**config.mk**
```make
export PLATFORM = sky130hd
export DESIGN_NAME = csa_resolver_flat
export DESIGN_NICKNAME = d
export VERILOG_FILES = /design/src/rtl/csa_resolver_if.sv /design/src/rtl/csa_resolver.sv /design/src/flat_wrapper.sv
export SDC_FILE = /design/constraint.sdc
export NUM_CORES = 1
export LEC_CHECK = 0
export CAP_MARGIN = 20
export CORE_MARGIN = 5
export CORE_UTILIZATION = 50
export DETAILED_ROUTE_END_ITERATION = 8
export DONT_BUFFER_PORTS = 1
export PLACE_DENSITY = 0.67
export SYNTH_ARGS = -nofsm -noshare
export SYNTH_HDL_FRONTEND = slang
export SYNTH_SLANG_ARGS = --single-unit
```
**constraint.sdc**
```tcl
create_clock -name clk_i -period 6.59 [get_ports clk_i]
set_clock_uncertainty 0.1 [all_clocks]
set_input_delay 0.3295 -clock clk_i [delete_from_list [all_inputs] [get_ports clk_i]]
set_output_delay 0.3295 -clock clk_i [all_outputs]
set_load 0.02 [all_outputs]
```
**src/rtl/csa_resolver_if.sv**
```systemverilog
// Handshake bundle for csa_resolver: operand pair in, resolved result out.
interface csa_resolver_if #(
  parameter int unsigned DATA_SIZE = 16
);
  logic                 valid_i;
  logic                 ready_o;
  logic [DATA_SIZE-1:0] sum_i;
  logic [DATA_SIZE-1:0] carry_i;
  logic                 valid_o;
  logic                 ready_i;
  logic [DATA_SIZE-1:0] result_o;
  logic                 busy_o;

  modport slave (
    input  valid_i, sum_i, carry_i, ready_i,
    output ready_o, valid_o, result_o, busy_o
  );

  modport master (
    output valid_i, sum_i, carry_i, ready_i,
    input  ready_o, valid_o, result_o, busy_o
  );
endinterface

```
**src/rtl/csa_resolver.sv**
```systemverilog
// Chunk-serial carry-propagate adder resolving a carry-save (sum, carry) pair.
// Optional macro CSA_RESOLVER_SAT_EN saturates signed overflow instead of wrapping.
module csa_resolver #(
  parameter int unsigned DATA_SIZE = 16,
  parameter int unsigned CHUNK     = 4
) (
  input  logic          clk_i,
  input  logic          rst_ni,
  csa_resolver_if.slave bus
);
  localparam int unsigned    NUM_CHUNKS = DATA_SIZE / CHUNK;
  localparam int unsigned    K_W        = (NUM_CHUNKS > 1) ? $clog2(NUM_CHUNKS) : 1;
  localparam logic [K_W-1:0] K_LAST     = K_W'(NUM_CHUNKS - 1);

  if (DATA_SIZE % CHUNK != 0) begin : g_chunk_check
    $error("csa_resolver: DATA_SIZE must be a multiple of CHUNK");
  end

  typedef enum logic [1:0] {
    IDLE,
    BUSY,
    DONE
  } state_t;

  state_t state_q, state_d;

  logic [DATA_SIZE-1:0] sum_q;
  logic [DATA_SIZE-1:0] carry_q;
  logic [DATA_SIZE-1:0] result_q;
  logic [K_W-1:0]       k_q;
  logic                 cy_q;

  logic                 ready;
  logic                 valid;
  logic                 busy;
  logic                 accept;
  logic                 last_chunk;
  logic [CHUNK-1:0]     sum_chunk;
  logic [CHUNK-1:0]     carry_chunk;
  logic [CHUNK-1:0]     r;
  logic                 c;

  assign accept     = bus.valid_i && ready;
  assign last_chunk = (state_q == BUSY) && (k_q == K_LAST);

  always_ff @(posedge clk_i or negedge rst_ni) begin
    if (!rst_ni) begin
      state_q <= IDLE;
    end else begin
      state_q <= state_d;
    end
  end

  always_comb begin
    state_d = state_q;
    case (state_q)
      IDLE:    if (bus.valid_i) state_d = BUSY;
      BUSY:    if (last_chunk) state_d = DONE;
      DONE:    if (bus.ready_i) state_d = bus.valid_i ? BUSY : IDLE;
      default: state_d = IDLE;
    endcase
  end

  always_comb begin
    ready = 1'b0;
    valid = 1'b0;
    busy  = 1'b0;
    case (state_q)
      IDLE: ready = 1'b1;
      BUSY: busy  = 1'b1;
      DONE: begin
        valid = 1'b1;
        ready = bus.ready_i;
      end
      default: ;
    endcase
  end

  // Chunk k of each operand is picked by a mux on k_q; one CHUNK-wide adder is shared.
  always_comb begin
    sum_chunk   = '0;
    carry_chunk = '0;
    for (int unsigned i = 0; i < NUM_CHUNKS; i++) begin
      if (k_q == K_W'(i)) begin
        sum_chunk   = sum_q[i*CHUNK +: CHUNK];
        carry_chunk = carry_q[i*CHUNK +: CHUNK];
      end
    end
    {c, r} = {1'b0, sum_chunk} + {1'b0, carry_chunk} + {{CHUNK{1'b0}}, cy_q};
  end

`ifdef CSA_RESOLVER_SAT_EN
  logic overflow;
  assign overflow = last_chunk
                 && (sum_q[DATA_SIZE-1] == carry_q[DATA_SIZE-1])
                 && (r[CHUNK-1] != sum_q[DATA_SIZE-1]);
`endif

  always_ff @(posedge clk_i or negedge rst_ni) begin
    if (!rst_ni) begin
      sum_q    <= '0;
      carry_q  <= '0;
      result_q <= '0;
      k_q      <= '0;
      cy_q     <= 1'b0;
    end else if (accept) begin
      sum_q   <= bus.sum_i;
      carry_q <= bus.carry_i;
      k_q     <= '0;
      cy_q    <= 1'b0;
    end else if (state_q == BUSY) begin
      for (int unsigned i = 0; i < NUM_CHUNKS; i++) begin
        if (k_q == K_W'(i)) result_q[i*CHUNK +: CHUNK] <= r;
      end
`ifdef CSA_RESOLVER_SAT_EN
      // Overrides the partially written word with the signed extreme in the last cycle.
      if (overflow) begin
        result_q <= sum_q[DATA_SIZE-1] ? {1'b1, {(DATA_SIZE-1){1'b0}}}
                                       : {1'b0, {(DATA_SIZE-1){1'b1}}};
      end
`endif
      cy_q <= c;
      k_q  <= k_q + K_W'(1);
    end
  end

  assign bus.ready_o  = ready;
  assign bus.valid_o  = valid;
  assign bus.busy_o   = busy;
  assign bus.result_o = result_q;

endmodule

```
**src/flat_wrapper.sv**
```systemverilog
// flat-port wrapper written by rule: the top's interface ports become plain ports
module csa_resolver_flat 
#(
  parameter int unsigned DATA_SIZE = 16,
  parameter int unsigned CHUNK     = 4
)
  (clk_i, rst_ni, bus_valid_i, bus_sum_i, bus_carry_i, bus_ready_i, bus_ready_o, bus_valid_o, bus_result_o, bus_busy_o);
  csa_resolver_if #(.DATA_SIZE(DATA_SIZE)) bus_i ();
  input  logic clk_i;
  input  logic rst_ni;
  input wire logic [$bits(bus_i.valid_i)-1:0] bus_valid_i;
  input wire logic [$bits(bus_i.sum_i)-1:0] bus_sum_i;
  input wire logic [$bits(bus_i.carry_i)-1:0] bus_carry_i;
  input wire logic [$bits(bus_i.ready_i)-1:0] bus_ready_i;
  output wire logic [$bits(bus_i.ready_o)-1:0] bus_ready_o;
  output wire logic [$bits(bus_i.valid_o)-1:0] bus_valid_o;
  output wire logic [$bits(bus_i.result_o)-1:0] bus_result_o;
  output wire logic [$bits(bus_i.busy_o)-1:0] bus_busy_o;
  assign bus_i.valid_i = bus_valid_i;
  assign bus_i.sum_i = bus_sum_i;
  assign bus_i.carry_i = bus_carry_i;
  assign bus_i.ready_i = bus_ready_i;
  assign bus_ready_o = bus_i.ready_o;
  assign bus_valid_o = bus_i.valid_o;
  assign bus_result_o = bus_i.result_o;
  assign bus_busy_o = bus_i.busy_o;
  csa_resolver #(.DATA_SIZE(DATA_SIZE), .CHUNK(CHUNK)) u_core (.clk_i(clk_i), .rst_ni(rst_ni), .bus(bus_i));
endmodule
```
==> results.yml <==
worst_setup_path:
  critPathRequiredTime_ps: 6660
  slowest_delay_ps: 570
  crit_chain: "inv_1, ha_1, a21oi_1, a22o_1, fa_1, fa_1, a21o_1, a21oi_1, o22ai_1"
  path_class: "flop to flop"
  r2r-end: "u_core.cy_q"
  critPathArrivalTime_ps: 3060
  r2r_cells: 9
  r2r_start: "u_core.k_q[0]"
  worst-path-max-fanout: 17
  regToRegSetupSlack_ps: 3600
  cp_slowest_cell: "ha_1"
  startpoint_type: "flop"
  worst_setup_path_end_kind: "flop"
cts:
  numClockSinks: 53
  post-cts-setup-buffers: 0
  postCtsResizedCells: 0
  numCtsBuffers: 5
  ctsHoldBuffers: 2
  cts-root-buf: "clkbuf_8"
  h-tree-depth: 2
  insertion_delay_ps: 300
  clk_path_buf_depth: 2
  clkSlewWorstSetupHoldPaths_ps: 90
  cts_tree: "built"
power:
  irDropWorstVdd_uv: 263
  seqPwrFrac: 0.407
  p_comb_frac: 0.466
  pwr-share-clk: 0.127
  p_sw_w: 0.000677
  p_leak_nw: 1.19
  p_per_area_nw_per_um2: 617
  p_int_w: 0.000962
  switching_share: 0.413
placement:
  port-buffer-count: 0
  gp_congestion: 0.823
  hpwl_mm: 3.61
  place_inst: 263
  placed_area_um2: 2510
floorplan:
  initial_core_util: 0.523
  core_um2: 4790
  fp.dieW_um: 80.8
  rows: 25
  ioPinCount: 55
  dieArea_um2: 6520
  die-height_um: 80.8
logic_synthesis:
  netlist_area_um2: 2500
  syn_inst: 206
  synth_seq_cells: 53
  synth_fp_nets: 251
  avgSynthCellArea_um2: 12.2
  ys_seq_area_frac: 0.530
  yosys_warnings: 0
  ys_types: 28
sta:
  fin_crit_sh: 0.454
  finalCriticalPeriod_ps: 2990
  fmax_mhz: 334
  setup_viol: 0
  hold_ws_ps: 65.6
  hold_viol: 0
  fin_tns_setup_ps: 0
  worst_pin_slew_ps: 630
  rsz0062_at_grt: "false"
  slew_violations: 0
  max_slew_margin: 0.580
route:
  wl_per_cell_um: 17.7
  drt_pass1_iterations: 4
  drtIter0Drc: 34
  routed_wirelength_mm: 4.82
  num_vias: 1514
  drc: 0
  postRouteAntennaNets: 0
  routed_via_density: 5.57
hold_path:
  hold_class: "input port to flop"
  min_to: "u_core.carry_q[14]"
  min_path_cells: 1
  hold_start: "bus_carry_i[14]"
grt:
  grt_pass1_wl_mm: 8.09
  grt_pass1_vias: 1620
  track_usage: 0.161
  antenna_found_initial: 0
  grt_max_degree: 54
  overflow: 0
finish:
  antenna_cells: 0
  stdcell_area_um2: 2660
  nFillCells: 412
  fin_cells: 272
  utilization: 0.555
  multiInputGateArea_um2: 1050
  layout-drive-gt1-share: 0.239
  syn_to_final_growth_pct: 6.05
  seqCellArea_um2: 1330
  layout.nets: 250
outcome:
  status: "complete, no violations"
job:
  maxCapViolations: 0
-- sequential cells by signal (all words and copies together), names as in the netlist --
register	cells
u_core.bus.result_o	16
u_core.carry_q	16
u_core.sum_q	16
u_core.k_q	2
u_core.state_q	2
u_core.cy_q	1
-- power by group through the flow --
stage	combinational (W)	sequential, W	clock, W
2_1_floorplan	0.000644	0.000628	0
3_3_place_gp	0.000715	0.000671	0
3_5_place_dp	0.000763	0.000676	0
4_1_cts	0.000774	0.000670	0.000215
5_1_grt	0.000864	0.000689	0.000226
6_report	0.000765	0.000666	0.000208
-- critical path, delay by kind of cell, from the launching register on --
family	cells	cell delay [ps]
AO/OA/AOI/OAI	5	790
adder cells (fa/ha/maj)	3	1440
buffers and inverters	1	110
flip-flops	1	420
-- placed cells by master, fill, tap and decap left out, types with 2 or more instances in the layout --
| cell | count |
|---|---|
| a21o_1 | 2 |
| a21oi_1 | 18 |
| a22o_1 | 8 |
| clkbuf_8 | 5 |
| dfrtp_1 | 53 |
| fa_1 | 2 |
| ha_1 | 7 |
| inv_1 | 13 |
| mux2_1 | 2 |
| mux2_2 | 38 |
| nand2_1 | 20 |
| nand3b_1 | 4 |
| o21ai_0 | 13 |
| o31ai_1 | 5 |
-- synthesized netlist by cell type (all sizes together) --
cell type  count  area (um^2)
a211oi         1         20.0
a21o           2         15.0
a21oi         18         90.1
a22o           9         80.1
and2b          1         7.51
and3           1         6.26
buf            6         62.6
clkbuf         5         18.8
dfrtp         53         1330
fa             2         40.0
ha             7         87.6
inv           13         48.8
mux2          40          450
nand2         20         75.1
nand3b         4         30.0
nor3           1         5.00
o21a           1         7.51
o21ai         13         65.1
o21bai         1         7.51
o22ai          1         6.26
o31ai          5         37.5
or2b           1         7.51
xnor2          1         8.76
-- worst max-delay path by stage --
stage / endpoint / cells after the start / start
after global placement: u_core.cy_q / 9 / u_core.k_q[0]
final: u_core.cy_q / 9 / u_core.k_q[0]
after CTS: u_core.cy_q / 9 / u_core.k_q[0]
after floorplan: u_core.cy_q / 11 / u_core.k_q[0]
after global routing: u_core.bus.result_o[10] / 8 / u_core.k_q[0]
after detailed placement: u_core.cy_q / 9 / u_core.k_q[0]
-- layout make-up --
| type | instances | area share |
|---|---|---|
| clock buffers | 5 | 0.0259 |
| clock inverters | 2 | 0.0132 |
| inverters | 13 | 0.0184 |
| multi-input cells | 129 | 0.394 |
| flip-flops and latches | 53 | 0.500 |
| well taps | 67 | 0.0316 |
| repair buffers | 3 | 0.0170 |
-- kinds of logic after synthesis --
logic type / Yosys count / synth area share
mux: 40 / 0.180
flops: 53 / 0.530
compound gates: 51 / 0.131
buf+inv: 24 / 0.0520
xor+xnor: 1 / 0.00350
fa+ha+maj: 9 / 0.0510
simple gates: 28 / 0.0525
-- through the flow --
step                total power, W  worst slack (ps)
floorplan                  0.00127              3730
global placement           0.00139              3810
detailed placement         0.00144              3610
CTS                        0.00166              3600
global route               0.00178              3460
finish                     0.00164              3600
-- routing by layer --
layer / track usage / part of all wire / routed length, um / up-vias
met3: 0.0488 / 0.077 / 372 / 6
met4: 0.0507 / 0.011 / 51 / 0
li1: - / - / - / 717
met2: 0.264 / 0.50 / 2390 / 37
met5: 0 / 0 / 0 / -
met1: 0.206 / 0.42 / 2010 / 754
Power figures use the tool's default switching activity.
